<file path="src/rtl/seven_segment_scan.sv">
// seven_segment_scan: multiplexed N-digit seven-segment driver with hex or decimal display,
// leading-zero blanking and decimal overflow indication.
module seven_segment_scan #(
    parameter int n_digits = 8,
    parameter int w = 32
) (
    input  logic                clk,
    input  logic                reset,
    input  logic                en,
    input  logic                load,
    input  logic [w-1:0]        num,
    input  logic                mode,
    input  logic                blank_lz,
    input  logic [n_digits-1:0] dots,
    output logic [6:0]          abcdefg,
    output logic                dot,
    output logic [n_digits-1:0] anodes,
    output logic                busy
);
    localparam int dw = 4 * n_digits;
    localparam int iw = $clog2(n_digits);
    localparam int cw = $clog2(w + 1);
    localparam logic [iw-1:0] last_idx = iw'(n_digits - 1);
    localparam logic [15:0][6:0] seg_lut = {
        7'b0111000, 7'b0110000, 7'b1000010, 7'b0110001,
        7'b1100000, 7'b0001000, 7'b0000100, 7'b0000000,
        7'b0001111, 7'b0100000, 7'b0100100, 7'b1001100,
        7'b0000110, 7'b0010010, 7'b1001111, 7'b0000001
    };

    typedef enum logic {idle, conv} state_t;
    state_t state, state_next;

    logic [iw-1:0] idx;
    logic [dw-1:0] disp, bcd, bcd_adj, bcd_shift, num_ext;
    logic [w-1:0]  bin;
    logic [cw-1:0] cnt;
    logic          ovf, ovf_acc, carry, last_step, blank;
    logic [3:0]    digit;

    if (w >= dw) begin : g_trunc
        assign num_ext = num[dw-1:0];
    end else begin : g_extend
        assign num_ext = {{(dw - w){1'b0}}, num};
    end

    assign busy      = state == conv;
    assign last_step = cnt == cw'(1);
    assign digit     = disp[4*idx +: 4];
    // A digit is blank when it and everything above it is zero; digit 0 always shows.
    assign blank     = blank_lz && idx != '0 && (disp >> (4 * idx)) == '0;

    always_comb begin
        bcd_adj = bcd;
        for (int i = 0; i < n_digits; i++)
            bcd_adj[4*i +: 4] = bcd[4*i +: 4] >= 4'd5 ? bcd[4*i +: 4] + 4'd3 : bcd[4*i +: 4];
        {carry, bcd_shift} = {bcd_adj, bin[w-1]};
        state_next = state == idle ? (load && mode ? conv : idle) : (last_step ? idle : conv);
    end

    always_ff @(posedge clk) begin
        if (reset) begin
            state   <= idle;
            idx     <= '0;
            disp    <= '0;
            ovf     <= 1'b0;
            ovf_acc <= 1'b0;
            cnt     <= '0;
            bcd     <= '0;
            bin     <= '0;
            anodes  <= '1;
            abcdefg <= 7'h7F;
            dot     <= 1'b1;
        end else begin
            state <= state_next;
            if (en)
                idx <= idx == last_idx ? '0 : idx + 1'b1;
            if (state == idle && load) begin
                if (mode) begin
                    cnt     <= cw'(w);
                    bin     <= num;
                    bcd     <= '0;
                    ovf_acc <= 1'b0;
                end else begin
                    disp <= num_ext;
                    ovf  <= 1'b0;
                end
            end else if (state == conv) begin
                cnt     <= cnt - 1'b1;
                bin     <= {bin[w-2:0], 1'b0};
                bcd     <= bcd_shift;
                ovf_acc <= ovf_acc | carry;
                // Display and overflow change together so no half-converted value is ever shown.
                if (last_step) begin
                    disp <= bcd_shift;
                    ovf  <= ovf_acc | carry;
                end
            end
            anodes  <= ~(n_digits'(1) << idx);
            abcdefg <= ovf ? 7'b1111110 : blank ? 7'h7F : seg_lut[digit];
            dot     <= ~dots[idx];
        end
    end
endmodule

</file>
<file path="config.mk">
export PLATFORM = sky130hd
export DESIGN_NAME = seven_segment_scan
export DESIGN_NICKNAME = d
export VERILOG_FILES = /design/src/rtl/seven_segment_scan.sv
export SDC_FILE = /design/constraint.sdc
export NUM_CORES = 1
export LEC_CHECK = 0
export CAP_MARGIN = 20
export CORE_ASPECT_RATIO = 1.1
export CORE_MARGIN = 1
export CORE_UTILIZATION = 40
export CTS_CLUSTER_SIZE = 30
export DETAILED_ROUTE_END_ITERATION = 6
export HOLD_SLACK_MARGIN = 0.08
export SETUP_SLACK_MARGIN = 0.1
export SLEW_MARGIN = 20
export SYNTH_ARGS = -nofsm -noshare
export SYNTH_HDL_FRONTEND = slang
export SYNTH_SLANG_ARGS = --single-unit
export TNS_END_PERCENT = 20
</file>
<file path="constraint.sdc">
create_clock -name clk -period 2.9 [get_ports clk]
set_input_delay 0.435 -clock clk [delete_from_list [all_inputs] [get_ports clk]]
set_output_delay 0.435 -clock clk [all_outputs]
set_load 0.03 [all_outputs]
</file>
==> flow_summary_export.csv <==
group,metric,value,unit
power_and_ir_drop,p_sw,1.360,mW
synthesis,syn_area,6384,sq um
synthesis,netlist_instances,779,
critical_path,path_class,"register to register",
critical_path,r2r_cells,9,
drt,viasPerCell,5.541,
critical_path,r2r_start,"idx[0]",
worst_hold_path,hold_path_class,"register to register",
sta,hold_violations,0,
cts,numCtsBuffers,17,
synthesis,synth_area_leader_cell,"dfxtp_1",
sta,final.min_clock_period,2685,ps
drt,finalWirelength,17580,um
synthesis,seq_area_frac_synth,38.89,%
synthesis,ys_top_cells_by_area,"dfxtp_1 (39%), a211oi_1 (6.7%), a21oi_1 (5.7%), nor2_1 (5.7%), ha_1 (5.7%)",
power_and_ir_drop,p_comb_share,18.5,%
final_layout,stdcell_count,1035,
power_and_ir_drop,p_sw_share,28.24,%
synthesis,yosysTopAreaCellShare,38.89,%
floorplan,rows,48,
floorplan,start_util,40.72,%
power_and_ir_drop,ir_drop,0.3665,mV
sta,setup_violations,0,
critical_path,rr_endpoint,"abcdefg[0]",
floorplan,die-area,16470,sq um
sta,final.setup_skew,6.046,ps
final_layout,ff_latch_area,2485,sq um
grt,grt_max_degree,95,
synthesis,syn_nets,854,
sta,hold_slack,448.6,ps
sta,period_share,92.57,%
critical_path,crit_top_cell,"nand2_1",
floorplan,die_y,134.5,um
cts,cts.path.max_buffers,2,
cts,h-tree-depth,4,
critical_path,end_kind,"register",
critical_path,worstPathCellList,"mux4_2 -> nand2_1 -> nand2_1 -> inv_1 -> ha_1 -> nand2_1 -> a211o_1 -> or4_1 -> a21oi_1",
critical_path,r2r_setup_slack,220,ps
critical_path,slowest_delay,550,ps
synthesis,ys_types,50,
final_layout,multi_input_area,3617,sq um
power_and_ir_drop,powerDensity,619.2,nW/um^2
run_status,status,"complete, no violations",
critical_path,cp_slowest_cell,"mux4_2",
power_and_ir_drop,clkPwrFrac,41.5,%
final_layout,nets,899,
cts,clk_pin_slew,60,ps
grt,grt-ovfl-total,0,
sta,rsz0062_at_grt,"true",
final_layout,num_antenna_cells,0,
drt,post-route-drc-count,0,
floorplan,die_x,122.5,um
drt,final_antenna_net_count,0,
synthesis,synth.avg_cell_area,8.195,sq um
placed_design,portBuffers,62,
final_layout,drive_gt1_share,7.904,%
drt,via_count,5735,
grt,grt_pass1_vias,5562,
power_and_ir_drop,power_frac_seq,40.0,%
job,drv_cap,0,
worst_hold_path,hold_depth,2,
placed_design,place_inst,1005,
final_layout,synthToLayoutAreaGrowth,21.87,%
drt,wl_per_cell,16.98,um
cts,cts_tree,"built",
grt,grt_usage,22.46,%
synthesis,synth_seq_cells,124,
placed_design,gp_congestion,0.8331,
sta,tns,0,ps
sta,slew_violations,0,
floorplan,io_pins,63,
critical_path,start_kind,"register",
critical_path,crit_arrival,3030,ps
drt,drt_iter0_drc,344,
synthesis,synth_edf_count,0,
cts,clock-sinks,124,
grt,grt_pass1_wl,28680,um
synthesis,synth_warnings,0,
final_layout,fillCellCount,1505,
cts,cts_root_buf,"clkbuf_16",
power_and_ir_drop,internal-power,3.457,mW
critical_path,critPathRequiredTime,3250,ps
critical_path,crit_fanout,5,
synthesis,synth_ff_type,"dfxtp_1",
grt,antenna_found_initial,0,
floorplan,core_area,15680,sq um
power_and_ir_drop,power,4.817,mW
worst_hold_path,whs_endpoint,"ovf_acc",
sta,timing.fmax,372.5,MHz
worst_hold_path,hold_start,"ovf_acc",
cts,insertion_delay,420,ps
placed_design,hpwl,12090,um
power_and_ir_drop,cellLeakagePower,2.816,nW
sta,max_slew.worst_pin.slew,1011,ps
sta,slew_headroom,32.61,%
synthesis,async_flop_share,0,%
drt,first_pass_iters,5,
final_layout,final_core_utilization,49.63,%
[power groups by stage]
stage | logic (mW) | registers [mW] | clock network [mW]
after CTS | 0.893 | 1.93 | 2.04
final | 0.891 | 1.93 | 2.00
after global placement | 0.877 | 1.96 | 0
after global routing | 0.982 | 1.94 | 2.11
after detailed placement | 0.889 | 1.96 | 0
after floorplan | 0.557 | 1.98 | 0
[what timing repair did]
action,in CTS,in global routing
buffers inserted,0,0
setup endpoints to repair,0,7
endpoints found under the hold margin,0,0
hold buffers,0,0
resized for setup,0,2
[worst max path at each step]
stage | start | to | cells past startpoint
detailed placement | idx[1] | abcdefg[0] | 9
CTS | idx[2] | abcdefg[0] | 8
finish | idx[0] | abcdefg[0] | 9
global placement | idx[0] | abcdefg[0] | 9
floorplan | idx[0] | abcdefg[0] | 11
global route | idx[0] | abcdefg[0] | 9
[state kept, by name, summed over array words and instances, names as in the netlist]
| signal | count |
|---|---|
| cnt | 6 |
| bin | 32 |
| ovf | 1 |
| bcd | 32 |
| disp | 32 |
| idx | 3 |
| ovf_acc | 1 |
| anodes | 8 |
| busy | 1 |
| dot | 1 |
| abcdefg | 7 |
[per-stage QoR]
stage / instance area, sq um / setup slack (ps)
2_1_floorplan: 6400 / 121.9
3_5_place_dp: 7224 / 239.7
6_report: 7780 / 215.4
4_1_cts: 7777 / 208.4
5_1_grt: 7780 / 85.75
3_3_place_gp: 7224 / 348.5
[layout make-up]
type,count,area share (%)
clock buffers,23,6.272
clock inverters,7,0.8363
inverters,29,1.463
multi-input cells,576,46.49
flip-flops and latches,124,31.94
well taps,200,3.216
repair buffers,76,9.778
[Yosys cell counts (2+ instances only)]
cell type / instances
ha_1: 29
or3_1: 2
a311oi_1: 9
nand2b_1: 13
mux4_1: 2
o21a_1: 2
a211o_1: 3
nand3_1: 10
nand2_1: 93
a22oi_1: 2
or4_1: 3
xor2_1: 8
o31ai_1: 2
mux4_2: 7
a221o_1: 4
inv_1: 26
inv_2: 2
nor3_1: 44
a21o_1: 2
o21ai_0: 29
dfxtp_1: 124
a21oi_1: 73
buf_2: 6
clkbuf_1: 42
nor2_1: 97
a211oi_1: 57
mux2i_1: 14
mux2_2: 3
o22ai_1: 9
a2bb2oi_1: 2
nor2b_1: 17
xnor2_1: 11
nor3b_1: 10
nor4_1: 6
[critical path, delay by kind of cell, from the launching register on]
kind | cells | cell delay [ps]
simple gates | 4 | 800
mux | 1 | 550
compound gates | 2 | 450
flops | 1 | 410
fa+ha+maj | 1 | 240
buf+inv | 1 | 150
[layout by cell type, fill, tap and decap left out, types with 16 or more instances in the layout]
master           count
dfxtp_1            122
nor2_1              97
nand2_1             92
a21oi_1             72
clkdlybuf4s50_1     61
a211oi_1            57
nor3_1              44
o21ai_0             29
ha_1                29
inv_1               26
clkbuf_16           17
nor2b_1             16
[logic make-up after synthesis]
family | share of synthesized area [%]
adders and majority gates | 5.684
AOI/OAI and AO/OA | 20.13
buffers and inverters | 4.959
xor gates and xnor gates | 2.607
DFF | 38.89
muxes | 6.605
and+or+nand+nor | 21.13
[metal layers]
metal / part of all wire, % / GRT usage (%) / vias to the layer above
met2: 47 / 35.83 / 147
met5: 0 / 0 / -
met3: 4.4 / 4.434 / 28
met1: 46 / 29.64 / 2717
met4: 2.1 / 8.808 / 0
li1: - / - / 2843
Power figures use the tool's default switching activity.
